===== src/rtl/branch_resolve_scheduler_pkg.sv =====
// Shared types and sizing for the branch resolve scheduler.
package branch_resolve_scheduler_pkg;
    localparam int NUM_REQ        = 3;
    localparam int BM_W           = 4;
    localparam int ADDR_W         = 32;
    localparam int RECOVER_CYCLES = 2;
    localparam int CNT_W          = $clog2(BM_W + 1);
    localparam int REC_W          = $clog2(RECOVER_CYCLES + 1);

    typedef logic [BM_W-1:0]   b_mask_t;
    typedef logic [ADDR_W-1:0] addr_t;

    // One completion report from an execute-stage branch unit
    typedef struct packed {
        logic    valid;
        b_mask_t tag;
        logic    mispred;
        b_mask_t dep_mask;
        addr_t   target;
    } br_report_t;

    typedef enum logic {IDLE = 1'b0, RECOVER = 1'b1} brs_state_e;

    // Slot table and FSM state, exported for assertion binds
    typedef struct packed {
        b_mask_t                      valid;
        b_mask_t                      mispred;
        logic [BM_W-1:0][BM_W-1:0]    dep_mask;
        brs_state_e                   state;
    } brs_debug_t;

    function automatic logic [CNT_W-1:0] popcount(b_mask_t m);
        logic [CNT_W-1:0] c;
        c = '0;
        for (int i = 0; i < BM_W; i++) c += CNT_W'(m[i]);
        return c;
    endfunction
endpackage


===== src/rtl/branch_resolve_scheduler_if.sv =====
// Completion-report and resolution bus between branch units, scheduler and branch stack.
interface branch_resolve_scheduler_if;
    import branch_resolve_scheduler_pkg::*;

    br_report_t [NUM_REQ-1:0] req;
    b_mask_t                  b_mm_resolve;
    logic                     b_mm_mispred;
    addr_t                    resolve_target;
    logic                     stall_dispatch;
    logic [CNT_W-1:0]         pending_cnt;
    logic                     dup_error;

    modport master (
        output req,
        input  b_mm_resolve, b_mm_mispred, resolve_target,
        input  stall_dispatch, pending_cnt, dup_error
    );

    modport slave (
        input  req,
        output b_mm_resolve, b_mm_mispred, resolve_target,
        output stall_dispatch, pending_cnt, dup_error
    );
endinterface


===== src/rtl/branch_resolve_scheduler_oldest_sel.sv =====
// Picks the oldest pending mispredicted slot: one whose dep_mask names no other
// pending mispredicted slot. Lowest index wins if several qualify.
module branch_resolve_scheduler_oldest_sel
    import branch_resolve_scheduler_pkg::*;
(
    input  b_mask_t                   valid,
    input  b_mask_t                   mispred,
    input  logic [BM_W-1:0][BM_W-1:0] dep_mask,
    output b_mask_t                   sel,
    output logic                      found
);
    b_mask_t cand;
    b_mask_t oldest;

    assign cand = valid & mispred;

    for (genvar i = 0; i < BM_W; i++) begin : g_oldest
        assign oldest[i] = cand[i] && ((dep_mask[i] & cand & ~(b_mask_t'(1) << i)) == '0);
    end

    // Lowest-index priority pick among the oldest candidates
    always_comb begin
        sel   = '0;
        found = 1'b0;
        for (int i = 0; i < BM_W; i++) begin
            if (oldest[i] && !found) begin
                sel[i] = 1'b1;
                found  = 1'b1;
            end
        end
    end
endmodule


===== src/rtl/branch_resolve_scheduler.sv =====
// Buffers branch completion reports per tag and issues resolutions to the
// branch stack: one mispredict at a time, or all correct predictions at once.
// A mispredict squashes dependent reports and stalls dispatch while recovering.
module branch_resolve_scheduler
    import branch_resolve_scheduler_pkg::*;
(
    input  logic                        clock,
    input  logic                        reset,
    branch_resolve_scheduler_if.slave   bus,
    output brs_debug_t                  debug
);
    b_mask_t                   valid_q, valid_d;
    b_mask_t                   mispred_q, mispred_d;
    logic [BM_W-1:0][BM_W-1:0] dep_q, dep_d;
    addr_t [BM_W-1:0]          target_q, target_d;
    logic                      dup_q, dup_set;
    brs_state_e                state_q, state_d;
    logic [REC_W-1:0]          cnt_q, cnt_d;

    b_mask_t                   mis_sel;
    logic                      mis_found;
    b_mask_t                   resolve;
    logic                      mis_issue;
    addr_t                     tgt_mux;
    b_mask_t                   kill;
    logic [NUM_REQ-1:0]        acc;
    b_mask_t                   hit;

    branch_resolve_scheduler_oldest_sel u_sel (
        .valid    (valid_q),
        .mispred  (mispred_q),
        .dep_mask (dep_q),
        .sel      (mis_sel),
        .found    (mis_found)
    );

    // Issue selection; nothing issues while recovering
    always_comb begin
        resolve   = '0;
        mis_issue = 1'b0;
        tgt_mux   = '0;
        if (state_q == IDLE) begin
            if (mis_found) begin
                resolve   = mis_sel;
                mis_issue = 1'b1;
                for (int i = 0; i < BM_W; i++)
                    if (mis_sel[i]) tgt_mux = target_q[i];
            end else begin
                resolve = valid_q;
            end
        end
    end

    assign kill = mis_issue ? resolve : '0;

    // Reports dependent on the branch being squashed never enter the table
    always_comb begin
        for (int p = 0; p < NUM_REQ; p++)
            acc[p] = bus.req[p].valid && ((bus.req[p].dep_mask & kill) == '0);
    end

    // Slot table update: retire issued, squash dependents, then accept reports
    always_comb begin
        valid_d   = valid_q & ~resolve;
        mispred_d = mispred_q;
        target_d  = target_q;
        dep_d     = dep_q;
        dup_set   = 1'b0;
        hit       = '0;
        for (int i = 0; i < BM_W; i++) begin
            if ((dep_q[i] & kill) != '0) valid_d[i] = 1'b0;
            dep_d[i] = dep_q[i] & ~resolve;
            for (int p = 0; p < NUM_REQ; p++) begin
                if (acc[p] && bus.req[p].tag[i]) begin
                    // Lower port already claimed the slot, or slot still held an entry
                    if (hit[i] || valid_q[i]) dup_set = 1'b1;
                    if (!hit[i]) begin
                        valid_d[i]   = 1'b1;
                        mispred_d[i] = bus.req[p].mispred;
                        dep_d[i]     = bus.req[p].dep_mask & ~resolve;
                        target_d[i]  = bus.req[p].target;
                    end
                    hit[i] = 1'b1;
                end
            end
        end
    end

    // Slot registers and sticky duplicate flag
    always_ff @(posedge clock or posedge reset) begin
        if (reset) begin
            valid_q   <= '0;
            mispred_q <= '0;
            dep_q     <= '0;
            target_q  <= '0;
            dup_q     <= 1'b0;
        end else begin
            valid_q   <= valid_d;
            mispred_q <= mispred_d;
            dep_q     <= dep_d;
            target_q  <= target_d;
            dup_q     <= dup_q | dup_set;
        end
    end

    // Recovery FSM state and window counter
    always_ff @(posedge clock or posedge reset) begin
        if (reset) begin
            state_q <= IDLE;
            cnt_q   <= '0;
        end else begin
            state_q <= state_d;
            cnt_q   <= cnt_d;
        end
    end

    // Recovery FSM next state: a mispredict issue opens a fixed stall window
    always_comb begin
        state_d = state_q;
        cnt_d   = cnt_q;
        case (state_q)
            IDLE: begin
                if (mis_issue) begin
                    state_d = RECOVER;
                    cnt_d   = REC_W'(RECOVER_CYCLES);
                end
            end
            RECOVER: begin
                if (cnt_q == REC_W'(1)) begin
                    state_d = IDLE;
                    cnt_d   = '0;
                end else begin
                    cnt_d = cnt_q - REC_W'(1);
                end
            end
        endcase
    end

    assign bus.b_mm_resolve   = resolve;
    assign bus.b_mm_mispred   = mis_issue;
    assign bus.resolve_target = tgt_mux;
    assign bus.stall_dispatch = (state_q == RECOVER) || mis_issue;
    assign bus.pending_cnt    = popcount(valid_q);
    assign bus.dup_error      = dup_q;

    assign debug.valid    = valid_q;
    assign debug.mispred  = mispred_q;
    assign debug.dep_mask = dep_q;
    assign debug.state    = state_q;
endmodule

===== src/flat_wrapper.sv =====
// flat-port wrapper written by rule: the top's interface ports become plain ports
module branch_resolve_scheduler_flat import branch_resolve_scheduler_pkg::*;
  (clock, reset, debug, bus_req, bus_b_mm_resolve, bus_b_mm_mispred, bus_resolve_target, bus_stall_dispatch, bus_pending_cnt, bus_dup_error);
  branch_resolve_scheduler_if bus_i ();
  input  logic clock;
  input  logic reset;
  output brs_debug_t debug;
  input wire logic [$bits(bus_i.req)-1:0] bus_req;
  output wire logic [$bits(bus_i.b_mm_resolve)-1:0] bus_b_mm_resolve;
  output wire logic [$bits(bus_i.b_mm_mispred)-1:0] bus_b_mm_mispred;
  output wire logic [$bits(bus_i.resolve_target)-1:0] bus_resolve_target;
  output wire logic [$bits(bus_i.stall_dispatch)-1:0] bus_stall_dispatch;
  output wire logic [$bits(bus_i.pending_cnt)-1:0] bus_pending_cnt;
  output wire logic [$bits(bus_i.dup_error)-1:0] bus_dup_error;
  assign bus_i.req = bus_req;
  assign bus_b_mm_resolve = bus_i.b_mm_resolve;
  assign bus_b_mm_mispred = bus_i.b_mm_mispred;
  assign bus_resolve_target = bus_i.resolve_target;
  assign bus_stall_dispatch = bus_i.stall_dispatch;
  assign bus_pending_cnt = bus_i.pending_cnt;
  assign bus_dup_error = bus_i.dup_error;
  branch_resolve_scheduler u_core (.clock(clock), .reset(reset), .bus(bus_i), .debug(debug));
endmodule

===== config.mk =====
export PLATFORM = sky130hd
export DESIGN_NAME = branch_resolve_scheduler_flat
export DESIGN_NICKNAME = d
export VERILOG_FILES = /design/src/rtl/branch_resolve_scheduler_pkg.sv /design/src/rtl/branch_resolve_scheduler_if.sv /design/src/rtl/branch_resolve_scheduler_oldest_sel.sv /design/src/rtl/branch_resolve_scheduler.sv /design/src/flat_wrapper.sv
export SDC_FILE = /design/constraint.sdc
export NUM_CORES = 1
export LEC_CHECK = 0
export ABC_AREA = 1
export BUFFER_PORTS_ARGS = -buffer_cell sky130_fd_sc_hd__buf_2
export CORE_MARGIN = 3
export CORE_UTILIZATION = 58
export DETAILED_ROUTE_END_ITERATION = 12
export MAX_ROUTING_LAYER = met4
export PLACE_DENSITY = 0.87
export RECOVER_POWER = 50
export SETUP_SLACK_MARGIN = 0.15
export SYNTH_ARGS = -nofsm -noshare
export SYNTH_HDL_FRONTEND = slang
export SYNTH_SLANG_ARGS = --single-unit

===== constraint.sdc =====
create_clock -name clock -period 5.4 [get_ports clock]
set_input_delay 0.81 -clock clock [delete_from_list [all_inputs] [get_ports clock]]
set_output_delay 0.81 -clock clock [all_outputs]
set_load 0.03 [all_outputs]

==> summary.txt <==
Timing
  • Setup TNS: 0 ps
  • Fin crit share: between 80% and 90%
  • Worst setup margin: between 800 and 900 ps
  • Slew HR: -141%
  • Max Clk Rate: around 220 MHz
  • RSZ-0062 raised after global routing: false
  • Tmin final: around 4500 ps
  • Worst slew pin tran: ~3600 ps
  • Final Hold Vio Count: 0
  • Setup Skew: roughly 13 ps
  • Max-slew violation count: 93
  • Fin Hold WS: between 400 and 500 ps
  • Final-report setup violation count: 0

Floorplan
  • Boundary Pins: a little under 200
  • Die height: between 100 and 150 um
  • Rows: 50
  • Initial Util: around 60%
  • Die Width: around 140 um
  • Die Area: 0.0210 mm^2
  • Core area: ~0.019 mm^2

GRT
  • GRT overflow: 0
  • Initial antenna violation count: 5
  • Vias in the first global route: approximately 12000
  • Largest net degree at the start of global routing: 93
  • Overall Global Routing Usage: between 30% and 40%
  • First-pass GRT wire length: roughly 60 mm

Placed design
  • Detailed placement HPWL: between 20 and 25 mm
  • Port bufs: around 190
  • Placed Cells: between 2000 and 2500
  • Pre-CTS setup slack: around 1400 ps
  • Routability congestion estimate: a little over 1

Synthesis
  • Number of synthesized register bits: between 150 and 200
  • Count of flip-flops with a built-in enable after synthesis: 0
  • Synth unique cells: between 40 and 50
  • Yosys warning total: 0
  • Top_reg_cell synth: dfrtp_1
  • Syn Area/Cell: between 6 and 7 um^2
  • Async SR Flop Fraction: between 90% and 100%
  • Cell area after synthesis: between 0.01 and 0.015 mm^2
  • Post-Syn Instances: roughly 1800
  • Post-Synthesis Net Count: 1905
  • Fraction of the yosys area taken by sequential cells: about a third

Job
  • Max Cap Viol: 1

Clock tree
  • Clock Pin Slew Worst Setup and Hold Paths: approximately 70 ps
  • Clock latency on the worst-skew pair: approximately 440 ps
  • CTS Buf Count: 17
  • CTS tree: done
  • Post-CTS setup buffer count: 0
  • CTS Hold Bufs: 0
  • Post-cts sizing count: 0
  • H-tree Lvls: 4
  • CTS sink cnt: between 150 and 200
  • Maximum clock insertion buffer count: 2
  • Root Driver: clkbuf_16

Cells and area
  • Layout Area Growth over Synthesis: 12.9%
  • Share of layout cells above drive strength 1: between 10% and 20%
  • Commonest non-fill, non-tap cell in the layout: nand2_1
  • Final Instance Count excl. Fillers: about 2200
  • Fin nets: ~2000
  • Commonest cells after routing, fill and taps aside: 426 x nand2_1, 249 x nor2_1, 244 x o21ai_0, 237 x inv_1, 165 x buf_2

Setup path
  • Critical path cell sequence: nand2_2 > clkinv_1 > nand2_4 > nor2_8 > nor2_4 > nand3_1 > nand2_1 > clkbuf_1 > inv_1 > o21ai_0 > a21oi_1 > buf_2
  • WP data required: 4590 ps
  • Critical path depth: 12
  • R2R cell count: 16
  • Worst setup SP type: flip-flop
  • Crit-path max FO: 25
  • WP data arrival: 3730 ps
  • CP Class: reg2out
  • Critical path's largest stage delay: approximately 840 ps
  • CP Capture Type: output port
  • Delay-heaviest family, CP: buffers and inverters
  • Buf/Inv on CP: 4
  • Critical path's slowest cell: inv_1

Power
  • Final Power: a little under 8 mW
  • LEAKAGE: between 6 and 7 nW
  • Register share of total power: 25.9%
  • Clock group share of total power: about 15%
  • Combinational share of power: about three fifths
  • Maximum vdd drop: around 310 uV
  • Switching share of power: between 50% and 60%
  • Psw: a little over 4 mW
  • Pwr/cell area: 626 mW/mm^2
  • Internal Power: roughly 3.8 mW

Route
  • Wirelength, routed: approximately 39 mm
  • Met2 Wirelength: between 15 and 20 mm
  • Pre-Repair DR Iteration Count: 6
  • Residual DRC count: 0
  • Total number of vias: between 10000 and 15000
  • DR WL/cell: between 15 and 20 um
  • Met3 wire length: roughly 5.2 mm
  • Antenna viol nets, final: 0
  • Top Layer Used: met4
  • M1 WL: ~15 mm
  • DRT iter0 DRCs: between 1000 and 1500
  • Vias per Instance: between 5 and 6

Run status
  • Status: finished, violations left
  • Violated checks: capacitance limit, slew limit

Worst hold path
  • Hold depth: 1
  • Hold Crit Class: reg2reg
## through the flow
step / area, um^2 / util (%)
2_1_floorplan: 11200 / -
3_3_place_gp: 12100 / 64.3
3_5_place_dp: 12100 / 64.3
4_1_cts: 12700 / 67.3
5_1_grt: 12600 / 67.1
6_report: 12600 / 67.1
## state kept, by name, indices dropped and copies added (netlist names)
register and count:
u_core.bus.dup_error 1, u_core.cnt_q 2, u_core.debug 16, u_core.mispred_q 4, u_core.state_q 1, u_core.target_q 128
u_core.valid_q 4
## cell type report
type	instances	area, um^2
clock buffer	27	533
timing repair buffer	208	1040
inverter	249	937
clock inverter	5	30.0
multi-input combinational	1263	5840
antenna	7	17.5
sequential	156	3900
fill	1725	6200
tap	260	325
## Yosys cell counts (2+ instances only)
master | count | area (um^2)
buf_2 | 47 | 235
nand2_2 | 14 | 87.6
nand4_1 | 5 | 31.3
inv_2 | 9 | 33.8
buf_6 | 3 | 33.8
nor2_2 | 6 | 37.5
nand2_4 | 6 | 67.6
ha_1 | 3 | 37.5
buf_4 | 14 | 105
clkbuf_1 | 38 | 143
o211ai_1 | 5 | 37.5
o22ai_1 | 24 | 150
nand2_1 | 429 | 1610
a21oi_1 | 39 | 195
buf_1 | 2 | 7.51
or2_2 | 7 | 43.8
inv_1 | 237 | 890
o21ai_0 | 244 | 1220
a211oi_1 | 10 | 75.1
clkinv_1 | 2 | 7.51
nor3_2 | 4 | 40.0
nor2_1 | 248 | 931
nand3b_1 | 2 | 15.0
nor2_4 | 6 | 67.6
dfrtp_1 | 156 | 3900
nor3b_2 | 2 | 25.0
nand3_1 | 114 | 571
nand3_2 | 2 | 20.0
a221oi_1 | 8 | 70.1
o21ai_1 | 76 | 380
## path summary, 6_finish.rpt
| kind | from | to | slack (ps) |
|---|---|---|---|
| setup / recovery | u_core.valid_q[0]$_DFF_PP0_ | bus_resolve_target[19] | 860 |
| hold / removal | u_core.cnt_q[0]$_DFFE_PP0P_ | u_core.cnt_q[0]$_DFFE_PP0P_ | 490 |
| setup reg to reg | u_core.valid_q[2]$_DFF_PP0_ | u_core.target_q[45]$_DFF_PP0_ | 1110 |
| hold reg to reg | u_core.cnt_q[0]$_DFFE_PP0P_ | u_core.cnt_q[0]$_DFFE_PP0P_ | 490 |
| max in group asynchronous | reset | u_core.target_q[28]$_DFF_PP0_ | 1250 |
| min in group asynchronous | reset | u_core.target_q[103]$_DFF_PP0_ | 1700 |
## kinds of logic (layout without fill, tap and decap cells)
logic type	after synthesis	count (layout)	synth area share [%]
AO/OA/AOI/OAI	412	412	19.5
other	0	7	0
flip-flops	156	156	34.9
buffers and inverters	354	489	13.1
adder cells (fa/ha/maj)	4	4	0.514
AND/OR/NAND/NOR	847	847	32.0
## power by group through the flow
stage | clock network [mW] | logic, mW | registers, mW
global placement | 0 | 4.47 | 2.03
CTS | 1.16 | 4.62 | 2.03
floorplan | 0 | 3.32 | 2.13
global route | 1.22 | 5.19 | 2.08
detailed placement | 0 | 4.59 | 2.05
finish | 1.17 | 4.69 | 2.05
## metal layers
metal | global-route usage, % | up-vias
li1 | - | 5879
met1 | 46.7 | 5618
met2 | 57.9 | 917
met3 | 9.10 | 142
met4 | 18.0 | 0
met5 | - | -
(Power assumes the default switching activity.)
